==> src/rtl/alu_muldiv.sv <==
// Iterative RV32M multiply/divide unit: shift-add multiplier and restoring divider.
// Latency: WIDTH+1 edges from accept for iterative ops, 1 edge for special-case divides and FAST_MUL multiplies.
// Backpressure: one op in flight; result held in DONE until out_ready, in_ready only in IDLE.
module alu_muldiv #(
    parameter int WIDTH    = 32,
    parameter int FAST_MUL = 0
) (
    input  logic             clk,
    input  logic             rst_n,
    input  logic             kill,
    input  logic             in_valid,
    output logic             in_ready,
    input  logic [2:0]       func3,
    input  logic [WIDTH-1:0] rs1,
    input  logic [WIDTH-1:0] rs2,
    output logic             out_valid,
    input  logic             out_ready,
    output logic [WIDTH-1:0] result,
    output logic             busy
);
    localparam int CW = $clog2(WIDTH) + 1;

    localparam logic [1:0] S_IDLE = 2'd0;
    localparam logic [1:0] S_CALC = 2'd1;
    localparam logic [1:0] S_DONE = 2'd2;

    logic [1:0]       state;
    logic [2:0]       op;
    logic             neg;
    logic [CW-1:0]    cnt;
    // m: multiplicand (mul) or divisor (div); hi/lo: product halves or remainder/quotient
    logic [WIDTH-1:0] m;
    logic [WIDTH-1:0] hi;
    logic [WIDTH-1:0] lo;

    assign in_ready  = (state == S_IDLE);
    assign out_valid = (state == S_DONE);
    assign busy      = (state != S_IDLE);

    logic accept;
    assign accept = in_valid && in_ready && !kill;

    // ---------------- accept-side decode ----------------
    logic             is_mul_in, a_sgn, b_sgn, sa, sb, neg_in;
    logic [WIDTH-1:0] a_abs, b_abs;
    logic             div_zero, ovf, special, fast;
    logic [WIDTH-1:0] special_res;

    assign is_mul_in = ~func3[2];
    // rs1 is signed for MULH, MULHSU, DIV, REM; rs2 for MULH, DIV, REM
    assign a_sgn = (func3 == 3'b001) || (func3 == 3'b010) || (func3 == 3'b100) || (func3 == 3'b110);
    assign b_sgn = (func3 == 3'b001) || (func3 == 3'b100) || (func3 == 3'b110);
    assign sa    = a_sgn & rs1[WIDTH-1];
    assign sb    = b_sgn & rs2[WIDTH-1];
    assign a_abs = sa ? -rs1 : rs1;
    assign b_abs = sb ? -rs2 : rs2;
    // remainder follows the dividend sign; products and quotients take the XOR
    assign neg_in = (func3[2] && func3[1]) ? sa : (sa ^ sb);

    assign div_zero = func3[2] && (rs2 == '0);
    assign ovf      = func3[2] && !func3[0] && (rs1 == {1'b1, {(WIDTH-1){1'b0}}}) && (rs2 == {WIDTH{1'b1}});
    assign special  = div_zero || ovf;
    assign special_res = div_zero ? (func3[1] ? rs1 : {WIDTH{1'b1}})
                                  : (func3[1] ? {WIDTH{1'b0}} : rs1);

    logic [2*WIDTH-1:0] fast_prod, fast_sgn;
    logic [WIDTH-1:0]   fast_res;
    assign fast      = (FAST_MUL != 0) && is_mul_in;
    assign fast_prod = {{WIDTH{1'b0}}, a_abs} * {{WIDTH{1'b0}}, b_abs};
    assign fast_sgn  = neg_in ? -fast_prod : fast_prod;
    assign fast_res  = (func3[1:0] == 2'b00) ? fast_sgn[WIDTH-1:0] : fast_sgn[2*WIDTH-1:WIDTH];

    // ---------------- one iteration step ----------------
    logic [WIDTH:0]   msum;
    logic [WIDTH:0]   rsh, dsub;
    logic             take;
    logic [WIDTH-1:0] nhi, nlo;

    // shift-add: add multiplicand into the upper half when the current multiplier bit is set
    assign msum = {1'b0, hi} + (lo[0] ? {1'b0, m} : {(WIDTH+1){1'b0}});
    // restoring: shift in the next dividend bit and subtract if it fits
    assign rsh  = {hi, lo[WIDTH-1]};
    assign dsub = rsh - {1'b0, m};
    assign take = ~dsub[WIDTH];
    assign nhi  = op[2] ? (take ? dsub[WIDTH-1:0] : rsh[WIDTH-1:0]) : msum[WIDTH:1];
    assign nlo  = op[2] ? {lo[WIDTH-2:0], take} : {msum[0], lo[WIDTH-1:1]};

    // ---------------- final sign fix / select ----------------
    logic [2*WIDTH-1:0] full, full_sgn;
    logic [WIDTH-1:0]   dv, fin_res;
    assign full     = {nhi, nlo};
    assign full_sgn = neg ? -full : full;
    assign dv       = op[1] ? nhi : nlo;
    assign fin_res  = op[2] ? (neg ? -dv : dv)
                            : ((op[1:0] == 2'b00) ? full_sgn[WIDTH-1:0] : full_sgn[2*WIDTH-1:WIDTH]);

    // Control FSM and datapath registers; kill overrides every transition
    always_ff @(posedge clk or negedge rst_n) begin
        if (!rst_n) begin
            state  <= S_IDLE;
            op     <= '0;
            neg    <= 1'b0;
            cnt    <= '0;
            m      <= '0;
            hi     <= '0;
            lo     <= '0;
            result <= '0;
        end else if (kill) begin
            state <= S_IDLE;
        end else begin
            case (state)
                S_IDLE: begin
                    if (accept) begin
                        op  <= func3;
                        neg <= neg_in;
                        cnt <= CW'(WIDTH - 1);
                        hi  <= '0;
                        m   <= is_mul_in ? a_abs : b_abs;
                        lo  <= is_mul_in ? b_abs : a_abs;
                        if (special) begin
                            result <= special_res;
                            state  <= S_DONE;
                        end else if (fast) begin
                            result <= fast_res;
                            state  <= S_DONE;
                        end else begin
                            state <= S_CALC;
                        end
                    end
                end
                S_CALC: begin
                    hi  <= nhi;
                    lo  <= nlo;
                    cnt <= cnt - 1'b1;
                    if (cnt == '0) begin
                        result <= fin_res;
                        state  <= S_DONE;
                    end
                end
                S_DONE: begin
                    if (out_ready) state <= S_IDLE;
                end
                default: state <= S_IDLE;
            endcase
        end
    end
endmodule

==> config.mk <==
export PLATFORM = sky130hd
export DESIGN_NAME = alu_muldiv
export DESIGN_NICKNAME = d
export VERILOG_FILES = /design/src/rtl/alu_muldiv.sv
export SDC_FILE = /design/constraint.sdc
export NUM_CORES = 1
export LEC_CHECK = 0
export BUFFER_PORTS_ARGS = -buffer_cell sky130_fd_sc_hd__buf_2
export CORE_MARGIN = 3
export CORE_UTILIZATION = 50
export DETAILED_ROUTE_END_ITERATION = 8
export PLACE_DENSITY = 0.78
export RECOVER_POWER = 25
export SLEW_MARGIN = 25
export SYNTH_ARGS = -nofsm -noshare
export SYNTH_HDL_FRONTEND = slang
export SYNTH_SLANG_ARGS = --single-unit
==> constraint.sdc <==
create_clock -name clk -period 7.85 [get_ports clk]
set_input_delay 2.355 -clock clk [delete_from_list [all_inputs] [get_ports clk]]
set_output_delay 2.355 -clock clk [all_outputs]
set_load 0.01 [all_outputs]
==> impl_results.rst <==
.. list-table::
   :header-rows: 1

   * - Metric
     - Value
   * - Total DRC errors in the routed layout
     - 0
   * - Critical Path AT
     - 7200 ps
   * - Worst hold start
     - result[9]
   * - Path depth of the worst reg2reg path
     - 21
   * - Capture endpoint of the worst hold path
     - result[9]
   * - Count of state elements after synthesis
     - 140
   * - PD cells
     - 451 mW/mm^2
   * - Routability-driven placement congestion ratio
     - 1.05
   * - Global-route wire length before repair
     - 121000 um
   * - Worst setup SP type
     - flip-flop
   * - Worst-path clk slew
     - 70 ps
   * - Most used DFF post-synth
     - dfrtp_1
   * - Combinational Power Share
     - 0.734
   * - Worst setup slack for register-to-register paths
     - 1010 ps
   * - Min-delay worst type
     - reg -> reg
   * - End of the worst register-to-register path
     - result[18]
   * - Total number of vias
     - 20.9k
   * - Total Die Area
     - 0.0376 mm^2
   * - Layout cell share with drive strength beyond 1
     - 0.106
   * - Mean post-synth cell area
     - 7.14 um^2
   * - Layout net count
     - 2635
   * - Number of levels in the clock H-tree
     - 4
   * - Crit path time final
     - 6840 ps
   * - 1st-iter DRT viols
     - 2898
   * - Placeable core region
     - 0.0347 mm^2
   * - Number of hold buffers added after CTS
     - 0
   * - Internal Dissipation
     - 3.58 mW
   * - Setup CP Type
     - reg -> reg
   * - Reg-to-reg critical path startpoint
     - lo[31]
   * - Netlist area before placement
     - 0.0177 mm^2
   * - TritonCTS buffer count
     - 17
   * - Total wire length
     - 82100 um
   * - Power share of the clock group
     - 0.104
   * - Clk Latency, worst-skew pair
     - 470 ps
   * - Element type at the critical path end
     - flip-flop
   * - Part of the total power dissipated in sequential elements
     - 0.162
   * - Worst Path Max Fanout
     - 8
   * - Initial core utilization
     - 0.509
   * - Post-synthesis cell count
     - 2475
   * - Overall global routing resource usage
     - 0.420
   * - Share of synthesized registers carrying an async set or reset
     - 1.00
   * - Net switching power
     - 5.06 mW
   * - Pins Over Slew Limit
     - 0
   * - Clock buffer depth
     - 2
   * - Final setup skew
     - 15.7 ps
   * - Post-detailed-placement half-perimeter wirelength
     - 63600 um
   * - Final ANT Viol Nets
     - 0
   * - Total number of clock tree sinks
     - 140
   * - Portion of the clock cycle consumed by the worst path in the final layout
     - 0.871
   * - CTS tree
     - built
   * - Number of placement rows
     - 68
   * - Synth-to-Final Area Change
     - 8.53%
   * - IO Port Bufs
     - 106
   * - Vert. Die Dim
     - 194 um
   * - Maximum capacitance violations
     - 0
   * - Wirelength per Cell
     - 27.7 um
   * - Slew @ Worst Pin
     - 1100 ps
   * - Net Count, Synth
     - 2620
   * - Final non-filler cell area
     - 0.0192 mm^2
   * - Drt pass-1 iters
     - 6
   * - Leftover overflow at the end of global routing
     - 0
   * - Number of hold-slack violations in the final timing report
     - 0
   * - Clock root cell
     - clkbuf_16
   * - Routed via count divided by cell count
     - 7.05
   * - Worst max-slew margin expressed relative to the limit
     - 0.250
   * - Via count of the first global-routing pass
     - 19.0k
   * - Setup TNS Final
     - 0 ps
   * - Proportion of total power due to net switching
     - 0.585
   * - Number of buffers added for setup after CTS
     - 0
   * - Result of the run
     - completed
   * - Number of antenna violations at the first check in global routing
     - 6
   * - Ports
     - 107
   * - Highest clock frequency the design can meet
     - 146 MHz
   * - # resized after CTS
     - 0
   * - Instance area at placement
     - 0.0186 mm^2
   * - Pwr Total
     - 8.65 mW
   * - Setup violations, final
     - 0
   * - Count of unique library cells instantiated by Yosys
     - 97
   * - Leakage power total
     - 7.94 nW
   * - Die Width
     - 194 um
   * - Number of synthesized flops with an enable pin
     - 0
   * - Yosys warnings
     - 0
   * - Share of the yosys chip area belonging to registers
     - 0.198
   * - RSZ-0062 raised after global routing
     - no
   * - Hold Path Stages
     - 2
   * - Largest net degree at the start of global routing
     - 88
   * - Required time at the endpoint of the critical path
     - 8210 ps
   * - VDD IR max
     - 0.000315 V
   * - Final core utilization
     - 0.552
-- cells in the mapped netlist (15+ instances only) --
cell type  number  area [um^2]
o41ai_1        17          149
a31oi_1        33          206
inv_1          83          312
a22o_1         15          131
nand4_1        31          194
a21oi_1       214         1070
o211ai_1       26          195
nor2b_1        19          119
o21ai_0       220         1100
ha_1           71          888
o31ai_1        38          285
a211oi_1       42          315
nand2b_1       18          113
mux2_2         18          203
maj3_1         21          210
dfrtp_1       140         3500
o21a_1         20          150
xnor2_1        91          797
or3_1          20          125
nor3_1         77          385
nand3_1        41          205
or2_2          18          113
o221ai_1       15          131
nor2_1        261          980
nand2_1       282         1060
a21o_1         28          210
clkbuf_1      122          458
nor4_1         26          163
and2_1         47          294
buf_2          17         85.1
and3_1         28          175
xor2_1         66          578
or4_1          16          120
a211o_1        15          131
mux2i_1        51          510
-- power by group through the flow --
stage / clock network, mW / registers [mW] / logic [mW]
2_1_floorplan: 0 / 1.24 / 4.09
3_3_place_gp: 0 / 1.38 / 6.01
3_5_place_dp: 0 / 1.39 / 6.06
4_1_cts: 0.891 / 1.38 / 6.09
5_1_grt: 0.930 / 1.42 / 6.68
6_report: 0.899 / 1.40 / 6.34
-- critical path: stages (launching register included) --
cell       delay [ps]
dfrtp_1           370
inv_1              90
ha_1              210
fa_1              420
nand2b_1          210
a21oi_1           290
a211oi_2          240
or4_1             620
a31oi_4           240
nor3_1             90
a21oi_1           290
ha_1              260
nand2_1           170
nor4_1            600
nand3_1           260
or2_2             390
a2111oi_2         560
nand4_1           460
o31ai_1           370
xor2_1            190
nand2_1            70
a221o_1           320
-- cell usage in the layout (no fill, tap or decap), drive strengths merged, types with 19 or more instances in the layout --
cell type,n
nand3,41
nor4,30
o41ai,19
a31oi,34
a21o,28
nor2b,19
a211oi,45
and2,47
maj3,21
o21ai,227
nor3,78
nor2,262
ha,71
or3,20
o21a,20
xnor2,91
a21oi,214
mux2i,51
buf,149
o31ai,39
nand2,284
inv,85
or2,20
dfrtp,140
and3,28
o211ai,26
xor2,66
nand4,31
-- sequential cells by signal, summed over array words and instances (netlist names) --
signal  cells
cnt         6
hi         32
lo         32
m          32
neg         1
op          3
result     32
state       2
-- per-layer routing --
layer,global-route usage,part of all wire
met1,0.564,0.40
met2,0.622,0.42
met3,0.0935,0.12
met4,0.241,0.070
met5,0,0.00055
-- logic make-up (layout without fill, tap and decap cells) --
| kind of cell | count (synthesis) | after routing | synth area share |
|---|---|---|---|
| other | 0 | 3 | 0 |
| DFF | 140 | 140 | 0.198 |
| buffers and inverters | 237 | 264 | 0.0521 |
| AOI/OAI and AO/OA | 847 | 847 | 0.314 |
| muxes | 69 | 69 | 0.0404 |
| adders and majority gates | 94 | 94 | 0.0644 |
| and+or+nand+nor | 931 | 931 | 0.253 |
| xor gates and xnor gates | 157 | 157 | 0.0778 |
-- final cells by class --
cell class	count	area (um^2)
Fill cell	3411	15500
Multi-Input combinational cell	2098	13300
Sequential cell	140	3510
Timing Repair Buffer	149	860
Tap cell	455	569
Clock buffer	18	439
Inverter	84	315
Clock inverter	13	168
Antenna cell	3	7.51
-- how the worst max path moves through the flow --
stage	from	to	slack (ps)
floorplan	lo[31]	result[18]	2210
global placement	lo[31]	result[18]	1590
detailed placement	lo[31]	result[18]	1210
CTS	lo[31]	result[18]	1200
global route	lo[31]	result[22]	700
finish	lo[31]	result[18]	1010
-- metrics by stage --
| stage | cells | worst slack, ps | hold slack, ps |
|---|---|---|---|
| 3_5_place_dp | 2926 | 1210 | 479 |
| 4_1_cts | 2957 | 1200 | 493 |
| 6_report | 2960 | 1010 | 493 |
| 3_3_place_gp | 2926 | 1590 | 469 |
| 5_1_grt | 2957 | 699 | 523 |
| 2_1_floorplan | 2475 | 2210 | 454 |
(Power assumes the default switching activity.)
